<file path="src/rtl/if_fetch_pkg.sv">
// Shared types and constants for the instruction-fetch stage.
// Latency: n/a (declarations only).
// Backpressure: n/a.
package if_fetch_pkg;

    localparam logic [31:0] RESET_PC_DEFAULT = 32'hBFC0_0000;
    localparam logic [31:0] ZERO_WORD        = 32'h0000_0000;
    localparam logic [31:0] PC_STEP          = 32'd4;

    // S_FETCH: request out; S_HOLD: word buffered until IF/ID accepts;
    // S_DROP: stale request still out, result discarded; S_ERR: misaligned PC parked.
    typedef enum logic [1:0] {
        S_FETCH = 2'd0,
        S_HOLD  = 2'd1,
        S_DROP  = 2'd2,
        S_ERR   = 2'd3
    } if_state_e;

    function automatic logic pc_misaligned(input logic [31:0] pc);
        return pc[1:0] != 2'b00;
    endfunction

endpackage

</file>
<file path="src/rtl/if_fetch.sv">
// Instruction fetch: owns the PC, fetches words over inst_req/inst_ack, presents {pc,inst,valid} to IF/ID.
// Latency: combinational from inst_ack to if_valid/if_inst; PC advances on the clock after acceptance.
// Backpressure: stall holds the presented word (buffered if it arrived under stall); stallreq while a fetch waits.
//
// Ports:
//   clk, rst (sync, active-high)
//   stall            IF/ID not accepting this cycle
//   flush, new_pc    exception restart; discards any in-flight fetch
//   branch_flag, branch_target   redirect applied after the current (delay-slot) fetch
//   inst_req, inst_addr, inst_ack, inst_rdata   instruction memory handshake
//   if_pc, if_inst, if_valid, if_adel           presented slot
//   stallreq         fetch outstanding with no ack this cycle
module if_fetch
    import if_fetch_pkg::*;
#(
    parameter logic [31:0] RESET_PC = RESET_PC_DEFAULT
) (
    input  logic        clk,
    input  logic        rst,
    input  logic        stall,
    input  logic        flush,
    input  logic [31:0] new_pc,
    input  logic        branch_flag,
    input  logic [31:0] branch_target,
    output logic        inst_req,
    output logic [31:0] inst_addr,
    input  logic        inst_ack,
    input  logic [31:0] inst_rdata,
    output logic [31:0] if_pc,
    output logic [31:0] if_inst,
    output logic        if_valid,
    output logic        if_adel,
    output logic        stallreq
);

    if_state_e   state_q, state_d;
    logic [31:0] pc_q, pc_d;
    logic [31:0] pend_target_q, pend_target_d;
    logic        pend_valid_q, pend_valid_d;
    logic [31:0] hold_inst_q, hold_inst_d;
    logic [31:0] drop_addr_q, drop_addr_d;
    logic        err_acc_q, err_acc_d;
    logic        pc_adv;

    always_comb begin
        state_d       = state_q;
        pc_d          = pc_q;
        pend_target_d = pend_target_q;
        pend_valid_d  = pend_valid_q;
        hold_inst_d   = hold_inst_q;
        drop_addr_d   = drop_addr_q;
        err_acc_d     = err_acc_q;
        pc_adv        = 1'b0;

        inst_req  = 1'b0;
        inst_addr = pc_q;
        if_pc     = pc_q;
        if_inst   = ZERO_WORD;
        if_valid  = 1'b0;
        if_adel   = 1'b0;
        stallreq  = 1'b0;

        case (state_q)
            S_FETCH: begin
                inst_req = 1'b1;
                stallreq = !inst_ack;
                if (inst_ack) begin
                    if_valid = 1'b1;
                    if_inst  = inst_rdata;
                    if (stall) begin
                        hold_inst_d = inst_rdata;
                        state_d     = S_HOLD;
                    end else begin
                        pc_adv = 1'b1;
                    end
                end
            end
            S_HOLD: begin
                if_valid = 1'b1;
                if_inst  = hold_inst_q;
                if (!stall) begin
                    pc_adv  = 1'b1;
                    state_d = S_FETCH;
                end
            end
            S_DROP: begin
                // The memory still owes us the old word; keep its address until it lands.
                inst_req  = 1'b1;
                inst_addr = drop_addr_q;
                if (inst_ack) begin
                    state_d = S_FETCH;
                end
            end
            S_ERR: begin
                if_valid = !err_acc_q;
                if_adel  = !err_acc_q;
                if (!err_acc_q && !stall) begin
                    err_acc_d = 1'b1;
                end
            end
            default: state_d = S_FETCH;
        endcase

        // A branch arriving with the PC update goes straight in; otherwise it waits
        // until the delay slot has been accepted.
        if (pc_adv) begin
            if (branch_flag) begin
                pc_d = branch_target;
            end else if (pend_valid_q) begin
                pc_d = pend_target_q;
            end else begin
                pc_d = pc_q + PC_STEP;
            end
            pend_valid_d = 1'b0;
        end else if (branch_flag && state_q != S_DROP) begin
            pend_valid_d  = 1'b1;
            pend_target_d = branch_target;
        end

        if (flush) begin
            if_valid     = 1'b0;
            if_adel      = 1'b0;
            pend_valid_d = 1'b0;
            pc_d         = new_pc;
            if (state_q == S_FETCH && !inst_ack) begin
                state_d     = S_DROP;
                drop_addr_d = pc_q;
            end else if (state_q == S_DROP && !inst_ack) begin
                state_d = S_DROP;
            end else begin
                state_d = S_FETCH;
            end
        end

        // Every path into S_FETCH funnels through here, so a misaligned PC never issues a request.
        if (state_d == S_FETCH && pc_misaligned(pc_d)) begin
            state_d   = S_ERR;
            err_acc_d = 1'b0;
        end

        if (rst) begin
            inst_req  = 1'b0;
            inst_addr = RESET_PC;
            if_pc     = RESET_PC;
            if_inst   = ZERO_WORD;
            if_valid  = 1'b0;
            if_adel   = 1'b0;
            stallreq  = 1'b0;
        end
    end

    always_ff @(posedge clk) begin
        if (rst) begin
            state_q       <= S_FETCH;
            pc_q          <= RESET_PC;
            pend_target_q <= ZERO_WORD;
            pend_valid_q  <= 1'b0;
            hold_inst_q   <= ZERO_WORD;
            drop_addr_q   <= ZERO_WORD;
            err_acc_q     <= 1'b0;
        end else begin
            state_q       <= state_d;
            pc_q          <= pc_d;
            pend_target_q <= pend_target_d;
            pend_valid_q  <= pend_valid_d;
            hold_inst_q   <= hold_inst_d;
            drop_addr_q   <= drop_addr_d;
            err_acc_q     <= err_acc_d;
        end
    end

endmodule

</file>
<file path="config.mk">
export PLATFORM = sky130hd
export DESIGN_NAME = if_fetch
export DESIGN_NICKNAME = d
export VERILOG_FILES = /design/src/rtl/if_fetch_pkg.sv /design/src/rtl/if_fetch.sv
export SDC_FILE = /design/constraint.sdc
export NUM_CORES = 1
export LEC_CHECK = 0
export ABC_AREA = 1
export ABC_CLOCK_PERIOD_IN_PS = 1700
export CAP_MARGIN = 20
export CORE_ASPECT_RATIO = 0.5
export CORE_MARGIN = 4
export CORE_UTILIZATION = 40
export DETAILED_ROUTE_END_ITERATION = 10
export PLACE_DENSITY = 0.78
export SETUP_SLACK_MARGIN = 0.5
export SLEW_MARGIN = 30
export SYNTH_ARGS = -nofsm -noshare
export SYNTH_HDL_FRONTEND = slang
export SYNTH_SLANG_ARGS = --single-unit
</file>
<file path="constraint.sdc">
create_clock -name clk -period 1.7 [get_ports clk]
set_input_delay 0.425 -clock clk [delete_from_list [all_inputs] [get_ports clk]]
set_output_delay 0.425 -clock clk [all_outputs]
set_load 0.02 [all_outputs]
</file>
==> impl_summary.txt <==
----------------------------------------------------
[GRT]
  Global-route wire length before repair ... 54.28 mm
  Pin count of the biggest net entering global routing ... 65
  Global route overflow ... 0
  Initial antenna violation count ... 1
  GRT Total Usage ... 0.3290
  Via count of the first global-routing pass ... around 10k

[Hold path]
  Hold/Removal Path Class ... reg2reg

[Yosys]
  Most instantiated library cell after synthesis ... nand2_1
  Cell types with the largest area share after synthesis ... dfxtp_1 36%, nand2_1 13%, a21oi_1 11%, nor2_1 8.5%, o21ai_0 8.0%
  Synth async-reset ratio ... 0
  Gate count of the mapped netlist ... between 1k and 1.5k
  Dominant cell type by area after synthesis ... dfxtp_1
  Part of the Yosys area used for sequential elements ... 0.3599
  Post-synthesis sequential element count ... 132
  Post-synthesis average cell area ... 6.390 µm²
  Number of synthesized flops with an enable pin ... 0
  Number of warnings printed during yosys synthesis ... 0
  Most frequent cells after synthesis ... 261 x nand2_1, 167 x nor2_1, 165 x a21oi_1, 132 x dfxtp_1, 117 x o21ai_0
  Synth Cell Area ... approximately 7300 µm²
  Count of different cell masters after synthesis ... 36
  Top_reg_cell synth ... dfxtp_1
  Top-area cell type share of the netlist area ... 0.3599
  Net count of the mapped netlist ... roughly 1.3k

[Critical path]
  Nature of the critical path endpoint ... output port
  Critical path peak fanout ... 33
  Required time of the critical path ... approximately 1.3 ns
  Slowest library cell on the worst path ... dfxtp_4
  Top cell by count, worst path ... buf_6
  Critical path start-end classification ... reg2out
  Endpoint arrival time on the critical path ... around 1.8 ns
  Slowest Stage Delay on Critical Path ... roughly 0.37 ns
  CP Launch Type ... register
  Cells traversed along the worst timing path ... inv_4, buf_6, nand3_1, a21oi_4, buf_6
  Buffers plus inverters on the worst setup path ... 3
  Family with the most delay on the worst path ... buffers and inverters

[Floorplan]
  Top-level I/O count ... slightly above 200
  Die outline width ... 199.6 µm
  Die area ... around 21,000 µm²
  Core Footprint ... 17,700 µm²
  Vertical die dimension ... approximately 100 µm
  Effective utilization at floorplan ... 0.4149
  Placement row count ... 34

[Detailed routing]
  DRC viols ... 0
  Number of vias in the routed layout ... between 10k and 15k
  Antenna-violating nets left ... 0
  1st-pass router iterations ... 7
  Detailed Route Iter0 Violations ... approximately 1.1k
  DRT Wirelength ... a little over 40 mm
  Routed vias/inst ... 5.998
  Drt wl/cell ... 22.62 µm

[Pwr]
  Worst IR Drop VDD ... approximately 0.63 mV
  Combinational share of power ... 0.364
  Int Pwr ... 8080 µW
  Fraction of power spent switching nets ... 0.3397
  Lkg Pwr ... between 0.005 and 0.006 µW
  Power per standard cell area ... about 850 nW/µm²
  Share of total power in the clock network ... 0.341
  Sequential group share of total power ... 0.295
  Switching power ... just over 4000 µW

[Timing]
  Final-report hold violation count ... 0
  Min setup slack post-route ... -0.5684 ns
  Peak Freq ... around 440 MHz
  Final setup vio count ... around 200
  Total negative slack for setup checks ... -47.02 ns
  Transition time at the pin with the least slew margin ... a little under 0.5 ns
  Setup skew after layout ... approximately 0.011 ns
  Unrepaired setup endpoints after global routing ... true
  Minimum clock period ... 2.268 ns
  Total count of max-transition violations in the final report ... 0
  Max-slew headroom ... 0.6791
  Period Utilization, post-route ... 1.334

[Finish]
  Sequential cell area ... between 2000 and 3000 µm²
  Layout cells sized above 1 ... 0.4698
  Area occupied by multi-input gates ... 5668 µm²
  Final-layout fill cell count ... 983
  Final layout net count ... about 1.6k
  Layout overhead on the synthesized area ... 96.78%
  Final core utilization ... 0.8164

[Clock network]
  Later-pin clock latency in the skew report ... around 0.43 ns
  CTS Sinks ... between 100 and 150
  Htree depth ... 4
  Root Buffer Master ... clkbuf_16
  Clock Pin Slew Worst Setup and Hold Paths ... 0.07 ns
  Inserted Clock Buffers ... 17
  TritonCTS clock tree ... built
  Buffer levels on the longest clock path ... 2

[Outcome]
  Status ... complete, but fails checks
  Violations in the final reports ... setup timing

[Placed design]
  DP Wirelength ... 22.76 mm
  Global placement routability congestion ... 0.9694
  I/O Buffers ... 201

[Job]
  # Max-Cap Violations ... 0

----------------------------------------------------
## per-layer routing
metal  up-vias  global-route usage  share of wire
met1      5049              0.4065           0.36
met5         -                   0              0
li1       4645                   -              -
met3       202             0.07817           0.11
met4         0              0.1182          0.052
met2       846              0.5583           0.47
## worst paths after layout
check,endpoint,cells past startpoint,slack (ns),from
worst max register to register,pend_target_q[13]$_SDFFE_PP0P_,13,-0.25,state_q[0]$_SDFF_PP0_
worst min register to register,pend_target_q[4]$_SDFFE_PP0P_,2,0.47,pend_target_q[4]$_SDFFE_PP0P_
worst max-delay path,if_inst[21],5,-0.57,state_q[1]$_SDFF_PP0_
worst min-delay path,pend_target_q[4]$_SDFFE_PP0P_,2,0.47,pend_target_q[4]$_SDFFE_PP0P_
## cell usage in the layout (no fill, tap or decap), types with 23 or more instances in the layout
| cell type | n |
|---|---|
| nand2_1 | 213 |
| buf_4 | 196 |
| nor2_1 | 112 |
| buf_6 | 103 |
| dfxtp_1 | 99 |
| clkdlybuf4s50_1 | 99 |
| a21oi_1 | 85 |
| nand3_1 | 76 |
| a21oi_2 | 41 |
| nor2_4 | 40 |
| a21oi_4 | 39 |
| o21ai_0 | 39 |
| o21ai_1 | 36 |
| nand2_2 | 29 |
| o21ai_2 | 29 |
| buf_12 | 28 |
| nor2_2 | 25 |
| o211ai_1 | 24 |
| nand2_4 | 24 |
| clkbuf_16 | 23 |
| dfxtp_2 | 23 |
## stage by stage
| step | hold slack (ns) | instance area, µm² | std cells | setup slack (ns) | power (µW) |
|---|---|---|---|---|---|
| finish | 0.4746 | 14450 | 1791 | -0.5684 | 12240 |
| global route | 0.4797 | 14450 | 1791 | -0.6402 | 12550 |
| CTS | 0.4601 | 13650 | 1772 | -0.4352 | 11590 |
| detailed placement | 0.4574 | 11480 | 1680 | -0.9524 | 6723 |
| global placement | 0.4484 | 11480 | 1680 | -0.8860 | 6649 |
| floorplan | 0.4397 | 8324 | 1149 | 0.1276 | 5376 |
## cells by family (layout without fill, tap and decap cells)
group | Yosys count | count (layout) | share of synthesized area
and+or+nand+nor | 539 | 540 | 0.3074
xor gates and xnor gates | 5 | 5 | 0.005964
adders and majority gates | 1 | 1 | 0.001704
buffers and inverters | 143 | 549 | 0.08623
AOI/OAI and AO/OA | 329 | 329 | 0.2388
other | 0 | 1 | 0
DFF | 132 | 132 | 0.3599
## power groups by stage
stage / Sequential (µW) / Clock [µW] / Combinational [µW]
CTS: 3580 / 4110 / 3910
floorplan: 3570 / 0 / 1810
detailed placement: 3600 / 0 / 3130
global route: 3630 / 4280 / 4640
global placement: 3580 / 0 / 3070
finish: 3610 / 4170 / 4460
## tightest hold or removal path, cell delays in order, from the launching register on
cell,delay (ns)
dfxtp_1,0.33
nor2_1,0.05
nor2_1,0.07
## repair_timing
action                     CTS  global route
pin swaps                   47            60
buffers inserted            49            10
resized for setup          853           137
setup endpoints to repair  232           232
hold buffers                 0             0
cloned                      12             8
## state kept, by name, indices dropped and copies added, names as in the netlist
signal         cells
drop_addr_q       32
hold_inst_q       32
state_q            2
pend_target_q     32
pend_valid_q       1
pc_q              32
err_acc_q          1
## layout make-up
class	count	share of cell area
Timing Repair Buffer	454	0.3308
Sequential cell	132	0.1875
Clock inverter	13	0.01420
Multi-Input combinational cell	875	0.3923
Inverter	64	0.02434
Clock buffer	18	0.03040
Antenna cell	1	0.0001732
Tap cell	234	0.02027
(Power assumes the default switching activity.)
